[src/rtl/audio_dac_serializer.sv]
// Left-justified DAC serializer: two 128-word sample FIFOs feeding a shift register
// that is reloaded on every DACLRCK edge and shifted out on BCLK falls.
module audio_dac_serializer #(
  parameter int AUDIO_DATA_WIDTH = 16,
  parameter int FIFO_DEPTH       = 128
) (
  input  logic                        clk,
  input  logic                        reset,
  input  logic                        bit_clk_rising_edge,
  input  logic                        bit_clk_falling_edge,
  input  logic                        left_right_clk_rising_edge,
  input  logic                        left_right_clk_falling_edge,
  input  logic [AUDIO_DATA_WIDTH-1:0] left_channel_data,
  input  logic                        left_channel_data_en,
  input  logic [AUDIO_DATA_WIDTH-1:0] right_channel_data,
  input  logic                        right_channel_data_en,
  output logic [7:0]                  left_channel_fifo_write_space,
  output logic [7:0]                  right_channel_fifo_write_space,
  output logic                        serial_audio_out_data
);

  localparam int         W     = AUDIO_DATA_WIDTH;
  localparam logic [7:0] DEPTH = 8'(FIFO_DEPTH);

  typedef enum logic [1:0] {IDLE, LEFT, RIGHT} state_t;

  state_t state;

  logic [W-1:0] left_mem  [FIFO_DEPTH];
  logic [W-1:0] right_mem [FIFO_DEPTH];
  logic [6:0]   l_wr_ptr, l_rd_ptr, r_wr_ptr, r_rd_ptr;
  logic [7:0]   l_count, r_count, l_count_next, r_count_next;
  logic         l_push, r_push, pop;
  logic [W-1:0] shift_reg, right_hold;

  // BCLK rises carry no meaning for a left-justified transmitter.
  logic unused_bclk_rise;
  assign unused_bclk_rise = bit_clk_rising_edge;

  // Pop only when both channels have data so left and right stay paired;
  // counts are the registered values, so a same-cycle push into empty is never popped.
  assign pop    = left_right_clk_rising_edge && (l_count != 8'd0) && (r_count != 8'd0);
  assign l_push = left_channel_data_en  && (l_count != DEPTH);
  assign r_push = right_channel_data_en && (r_count != DEPTH);

  always_comb begin
    l_count_next = l_count;
    r_count_next = r_count;
    if (l_push && !pop)      l_count_next = l_count + 8'd1;
    else if (!l_push && pop) l_count_next = l_count - 8'd1;
    if (r_push && !pop)      r_count_next = r_count + 8'd1;
    else if (!r_push && pop) r_count_next = r_count - 8'd1;
  end

  always_ff @(posedge clk) begin
    if (l_push) left_mem[l_wr_ptr]  <= left_channel_data;
    if (r_push) right_mem[r_wr_ptr] <= right_channel_data;
  end

  always_ff @(posedge clk) begin
    if (reset) begin
      l_wr_ptr                       <= '0;
      l_rd_ptr                       <= '0;
      r_wr_ptr                       <= '0;
      r_rd_ptr                       <= '0;
      l_count                        <= '0;
      r_count                        <= '0;
      left_channel_fifo_write_space  <= 8'h80;
      right_channel_fifo_write_space <= 8'h80;
    end else begin
      if (l_push) l_wr_ptr <= l_wr_ptr + 7'd1;
      if (r_push) r_wr_ptr <= r_wr_ptr + 7'd1;
      if (pop) begin
        l_rd_ptr <= l_rd_ptr + 7'd1;
        r_rd_ptr <= r_rd_ptr + 7'd1;
      end
      l_count                        <= l_count_next;
      r_count                        <= r_count_next;
      left_channel_fifo_write_space  <= DEPTH - l_count_next;
      right_channel_fifo_write_space <= DEPTH - r_count_next;
    end
  end

  // The output bit is registered alongside the shift register from the same
  // next value, so the MSB is visible one clk after the LR pulse.
  always_ff @(posedge clk) begin
    if (reset) begin
      state                 <= IDLE;
      shift_reg             <= '0;
      right_hold            <= '0;
      serial_audio_out_data <= 1'b0;
    end else if (left_right_clk_rising_edge) begin
      state                 <= LEFT;
      shift_reg             <= pop ? left_mem[l_rd_ptr] : '0;
      right_hold            <= pop ? right_mem[r_rd_ptr] : '0;
      serial_audio_out_data <= pop ? left_mem[l_rd_ptr][W-1] : 1'b0;
    end else if (left_right_clk_falling_edge && state != IDLE) begin
      state                 <= RIGHT;
      shift_reg             <= right_hold;
      serial_audio_out_data <= right_hold[W-1];
    end else if (bit_clk_falling_edge) begin
      shift_reg             <= {shift_reg[W-2:0], 1'b0};
      serial_audio_out_data <= shift_reg[W-2];
    end
  end

endmodule

[config.mk]
export PLATFORM = sky130hd
export DESIGN_NAME = audio_dac_serializer
export DESIGN_NICKNAME = d
export VERILOG_FILES = /design/src/rtl/audio_dac_serializer.sv
export SDC_FILE = /design/constraint.sdc
export NUM_CORES = 2
export LEC_CHECK = 0
export BUFFER_PORTS_ARGS = -buffer_cell sky130_fd_sc_hd__buf_2
export CORE_MARGIN = 2
export CORE_UTILIZATION = 65
export DETAILED_ROUTE_END_ITERATION = 8
export GPL_TIMING_DRIVEN = 0
export PLACE_DENSITY = 0.81
export SYNTH_ARGS = -nofsm -noshare
export SYNTH_HDL_FRONTEND = slang
export SYNTH_SLANG_ARGS = --single-unit
[constraint.sdc]
create_clock -name clk -period 5.2 [get_ports clk]
set_clock_uncertainty 0.15 [all_clocks]
set_input_delay 0.26 -clock clk [delete_from_list [all_inputs] [get_ports clk]]
set_output_delay 0.26 -clock clk [all_outputs]
set_load 0.03 [all_outputs]
Word-level counts from Yosys, hierarchy flattened:

Memory sizes are Yosys's and may differ from the RTL's. A register that Yosys moved wholly into a read port is not among the register bits.
Index checks and enable logic that the tools add are counted.

* $add $sub $neg: 10
* equality and inequality tests: 2
* multiplexer cells: 23
* reduce and logical (&&, ||, !) cells: 18

Operator list (number)
* two-way mux 15 bit: 4
* two-way mux 8 bit: 4
* adder 7 x 1 -> 7 bit (second input constant): 4
* two-way mux 7 bit: 4
* adder 8 x 1 -> 8 bit (second input constant): 2
* two-way mux 16 bit: 1
* != test 8 bit (second input constant): 2
* nonzero test 8 bit: 2
* subtractor 8 x 1 -> 8 bit (second input constant): 2
* subtractor 8 bit (first input constant): 2
* two-way mux 1 bit: 10
* logical AND 1 bit: 9
* nonzero test 2 bit: 2
* zero test 1 bit: 3
* nonzero test 3 bit: 1
* OR reduction 2 bit: 1

* bits in registers: 94
* bits in writable memories: 4096
* bits of input ports: 40
* output and inout port bits: 17
* word-level logic and storage cells: 68
* memories kept: 2

Memory list
* left_mem: depth 128, bits a word 16, rd ports 1, clocked after Yosys merged registers in 1, wr ports 1, RTL line 29 `logic [W-1:0] left_mem [FIFO_DEPTH];`
* right_mem: depth 128, bits a word 16, rd ports 1, clocked after Yosys merged registers in 1, wr ports 1, RTL line 30 `logic [W-1:0] right_mem [FIFO_DEPTH];`

Logic depth before layout (Yosys ltp):

* word-level depth: 7
* mapped depth: 13
* mapped depth without buffers: 10

Worst setup path before layout:

No wires, ideal clock.

* path type: flip-flop to flip-flop
* start point: reg right_channel_fifo_write_space[0] (netlist name)
* end point: mem right_mem[127][0] in the netlist's numbering (enable)
* library setup time: 389 ps
* arrival: 2852 ps
* required time: 4661 ps
* setup slack: 1809 ps
* stages on the path, launching flop included: 10
* buffers on the path: 3
* period minus slack after synthesis: 3391 ps
* path through: dfxtp_1 > clkbuf_1 > inv_1 > ha_1 > nor4bb_1 > a21boi_0 > clkbuf_1 > nand4_1 > clkbuf_1 > nor2_1

RTL lines (RTL line)
* end: declaration: 30

==> summary by stage <==
Logic synthesis
The number of flops mapped to enable cells by yosys is 4,096. The synthesized cell area is 0.162 mm². The leading cell type by number of instances after synthesis is edfxtp_1.

The flop and latch count out of synthesis is 4,202. For this run, the leading register cell type out of synthesis is edfxtp_1. Of the synthesized area, sequential elements account for 77.3%.

The commonest cells after synthesis are edfxtp_1 (4,096), mux4_2 (937), mux2i_1 (515). The number of warning messages in the yosys log is 0. When the netlist entered floorplanning its net count stood at 7,632. edfxtp_1 takes more of the synthesized area than any other cell.

By area the synthesized netlist is led by edfxtp_1 (76%), mux4_2 (13%), mux2i_1 (3.2%), dfxtp_1 (1.3%), nor2_1 (1.1%). Synthesis instantiated 71 different standard cells from the library. In the synthesized netlist the async set-or-reset flop fraction comes to 0%.

The post-synthesis cell count is 7,580. Dividing the synthesized area by the synthesized cell count gives 21.4 µm². The top cell type by area accounts for 76.0% of the synthesized area.

Power
The cell leakage power is 55.8 nW. Net switching is 26.0% of the power. The part of the power in combinational logic is 16.3%. Per report_power, the sequential group accounts for 46.4% of the total.

The peak ir drop on the vdd network is 562 µV. In this run the power spent charging and discharging nets is 21.1 mW. The power per cell area is 439 mW/mm². The relative contribution of the clock network to total power is 37.2%. The internal power of the cells totals 59.9 mW.

Floorplan
In this run the horizontal extent of the chip is 503 µm. The die covers 0.253 mm². The floorplan core area is 0.248 mm². Measured along the y axis, the die boundary spans 503 µm. The floorplan has 183 rows. 57 I/O pins were placed. The initial core utilization is 65.2%.

STA
The slew at the pin closest to its max-slew limit is 1580 ps. The share of the cycle needed by the critical path after routing is 105%. The number of endpoints with negative hold slack in the final report is 0.

The time the final worst path needs with I/O delays and setup is 5450 ps. Setup repair after global routing could not meet its margin everywhere. The worst path setup slack after routing is -247 ps. Static timing analysis puts the maximum clock frequency at 0.184 GHz. The number of failing setup endpoints in the final timing report is 40.

Headroom to the max-slew limit came out at -5.21%. The final-report max-slew violation count came to 33.

Clocking
The TritonCTS clock tree is built. The clock sink count is 4,202. The clock latency at the later pin of the worst-skew pair is 1030 ps. The number of levels in the clock H-tree is 5.

Clock tree synthesis inserted a total of 410 buffers. The cell at the root of the clock tree is clkbuf_16. The number of buffers on the longest clock path is 4.

The clock slew seen by the registers of the worst setup and hold paths is 60 ps.

Final layout
The proportion of layout cells with a drive suffix above 1 is 26.1%. The largest registers in the layout are left_mem: 2048 flops, right_mem: 2048 flops, right_hold: 16 flops. The count of cells in the finished layout, fillers not included, comes to 11,979. The final standard cell area without fillers is 0.185 mm². The core utilization of the finished layout is 74.3%. Relative to the synthesized area, the layout overhead comes to 14.0%. The final layout contains 8,361 nets.

Route
The average vias per placed instance is 7.55. The first routing iteration left 16,049 violations. In this run the remaining antenna-violating nets after routing total 0. The post-detailed-route wirelength per cell is 41.7 µm.

The wire length reported by the detailed router is 499,000 µm. The number of detailed-route iterations in the first pass is 9. The post-route DRC violation count is 4. The total via count in the routed design is 90,481.

Hold path
The kind of path behind the tightest hold check is in2reg.

Critical path
The worst setup path is of the reg2reg kind. The worst setup path is captured at a flop. The startpoint type of the worst setup path is a flop. The maximum fanout along the worst path is 10. The worst endpoint data arrival time is 6070 ps. At the worst endpoint, the required time is 5820 ps.

GRT
The via count of the first global-routing pass was 88,039. The maximum number of pins on one net before global-route repair is 101. Global routing finished with a remaining overflow of 0. The first global-routing pass estimated 684,000 µm of wire. The global-route usage over all layers is 39.3%. The number of antenna violations at the first check in global routing is 37.

Placement
The total placed cells including tap cells is 11,146. Input and output buffers added on the ports amount to 53. At the end of routability-driven placement, the weighted congestion stood at 1.06.

The wire-length estimate of the detail-placed layout is 295,000 µm. Once placement finished, the instance area stood at 0.170 mm².

Job
The reported max-cap violation count is 4.

Outcome
The final reports fail on DRC, capacitance limit, slew limit, setup timing. The run finished, with violations left.
critical path, cell delays in order, from the launching register on:
cell,delay (ps)
dfxtp_1,580
nand2b_1,170
clkbuf_1,520
clkbuf_2,640
clkbuf_2,590
buf_1,810
nor2_1,230
o41ai_1,1020
nor4_1,240
a31oi_1,250
nor4_1,70
power by group through the flow:
stage	clock [mW]	sequential, mW	combinational [mW]
3_3_place_gp	0	38.3	11.9
5_1_grt	31.2	37.6	13.5
4_1_cts	30.0	37.6	12.8
3_5_place_dp	0	38.3	12.4
2_1_floorplan	0	38.3	8.06
6_report	30.1	37.6	13.2
layout by cell type, fill, tap and decap left out, types with 77 or more instances in the layout:
cell type	n
a21oi_1	126
buf_2	140
buf_4	98
buf_8	132
clkbuf_1	309
clkbuf_16	417
clkinv_2	77
dfxtp_1	106
edfxtp_1	4096
mux2i_1	509
mux4_2	937
nor2_1	225
nor2_2	241
o221ai_1	178
o22ai_1	107
layer usage:
layer	part of all wire, %	vias up	track usage, %
met4	8.6	40	25.5
met2	47	9232	62.0
met3	13	2119	10.3
met5	0.080	-	0
li1	-	33456	-
met1	31	45634	49.0
path summary, 6_finish.rpt:
kind / from / end / slack, ps / cells past startpoint
setup / recovery: flop / shift_reg[12]$_SDFFE_PP0P_ / -250 / 10
hold / removal: right_channel_data[6] / right_mem[101][6]$_DFFE_PP_ / 80 / 2
setup reg to reg: flop / shift_reg[12]$_SDFFE_PP0P_ / -250 / 10
hold reg to reg: shift_reg[1]$_SDFFE_PP0P_ / shift_reg[1]$_SDFFE_PP0P_ / 350 / 2
final cells by class:
| cell class | instances | area [µm²] |
|---|---|---|
| clock inverters | 222 | 2340 |
| plain buffers | 435 | 1950 |
| repair buffers | 317 | 4350 |
| multi-input cells | 2917 | 35500 |
| flip-flops and latches | 4202 | 125000 |
| well taps | 3330 | 4170 |
| fillers | 12616 | 63700 |
| inverters | 26 | 97.6 |
| clock buffers | 513 | 10900 |
| diodes | 17 | 42.5 |
cells by family (layout without fill, tap and decap cells):
kind of cell	Yosys count	after routing	share of synthesized area (%)
AOI/OAI and AO/OA	600	600	2.67
xor gates and xnor gates	32	32	0.173
adders and majority gates	12	12	0.0927
and+or+nand+nor	820	820	2.33
muxes	1453	1453	16.2
other	0	17	0
buffers and inverters	461	1513	1.24
DFF	4202	4202	77.3
per-stage QoR:
stage / power, mW / setup TNS, ps / setup WS, ps / hold slack (ps)
2_1_floorplan: 46.4 / 0 / 1810 / 209
3_3_place_gp: 50.3 / -231190 / -1270 / 336
3_5_place_dp: 50.7 / -159110 / -1380 / 345
4_1_cts: 80.4 / 0 / 0.105 / 28.9
5_1_grt: 82.2 / -715 / -37.1 / 78.2
6_report: 80.9 / -2520 / -247 / 77.5
repair_timing:
action / CTS / global route
endpoints found under the hold margin: 3122 / 0
hold buffers: 40 / 0
setup buffers: 11 / 29
gates cloned: 0 / 0
pin swaps: 9 / 14
gates resized for setup: 35 / 34
endpoints found under the setup margin: 775 / 473
(Power assumes the default switching activity.)
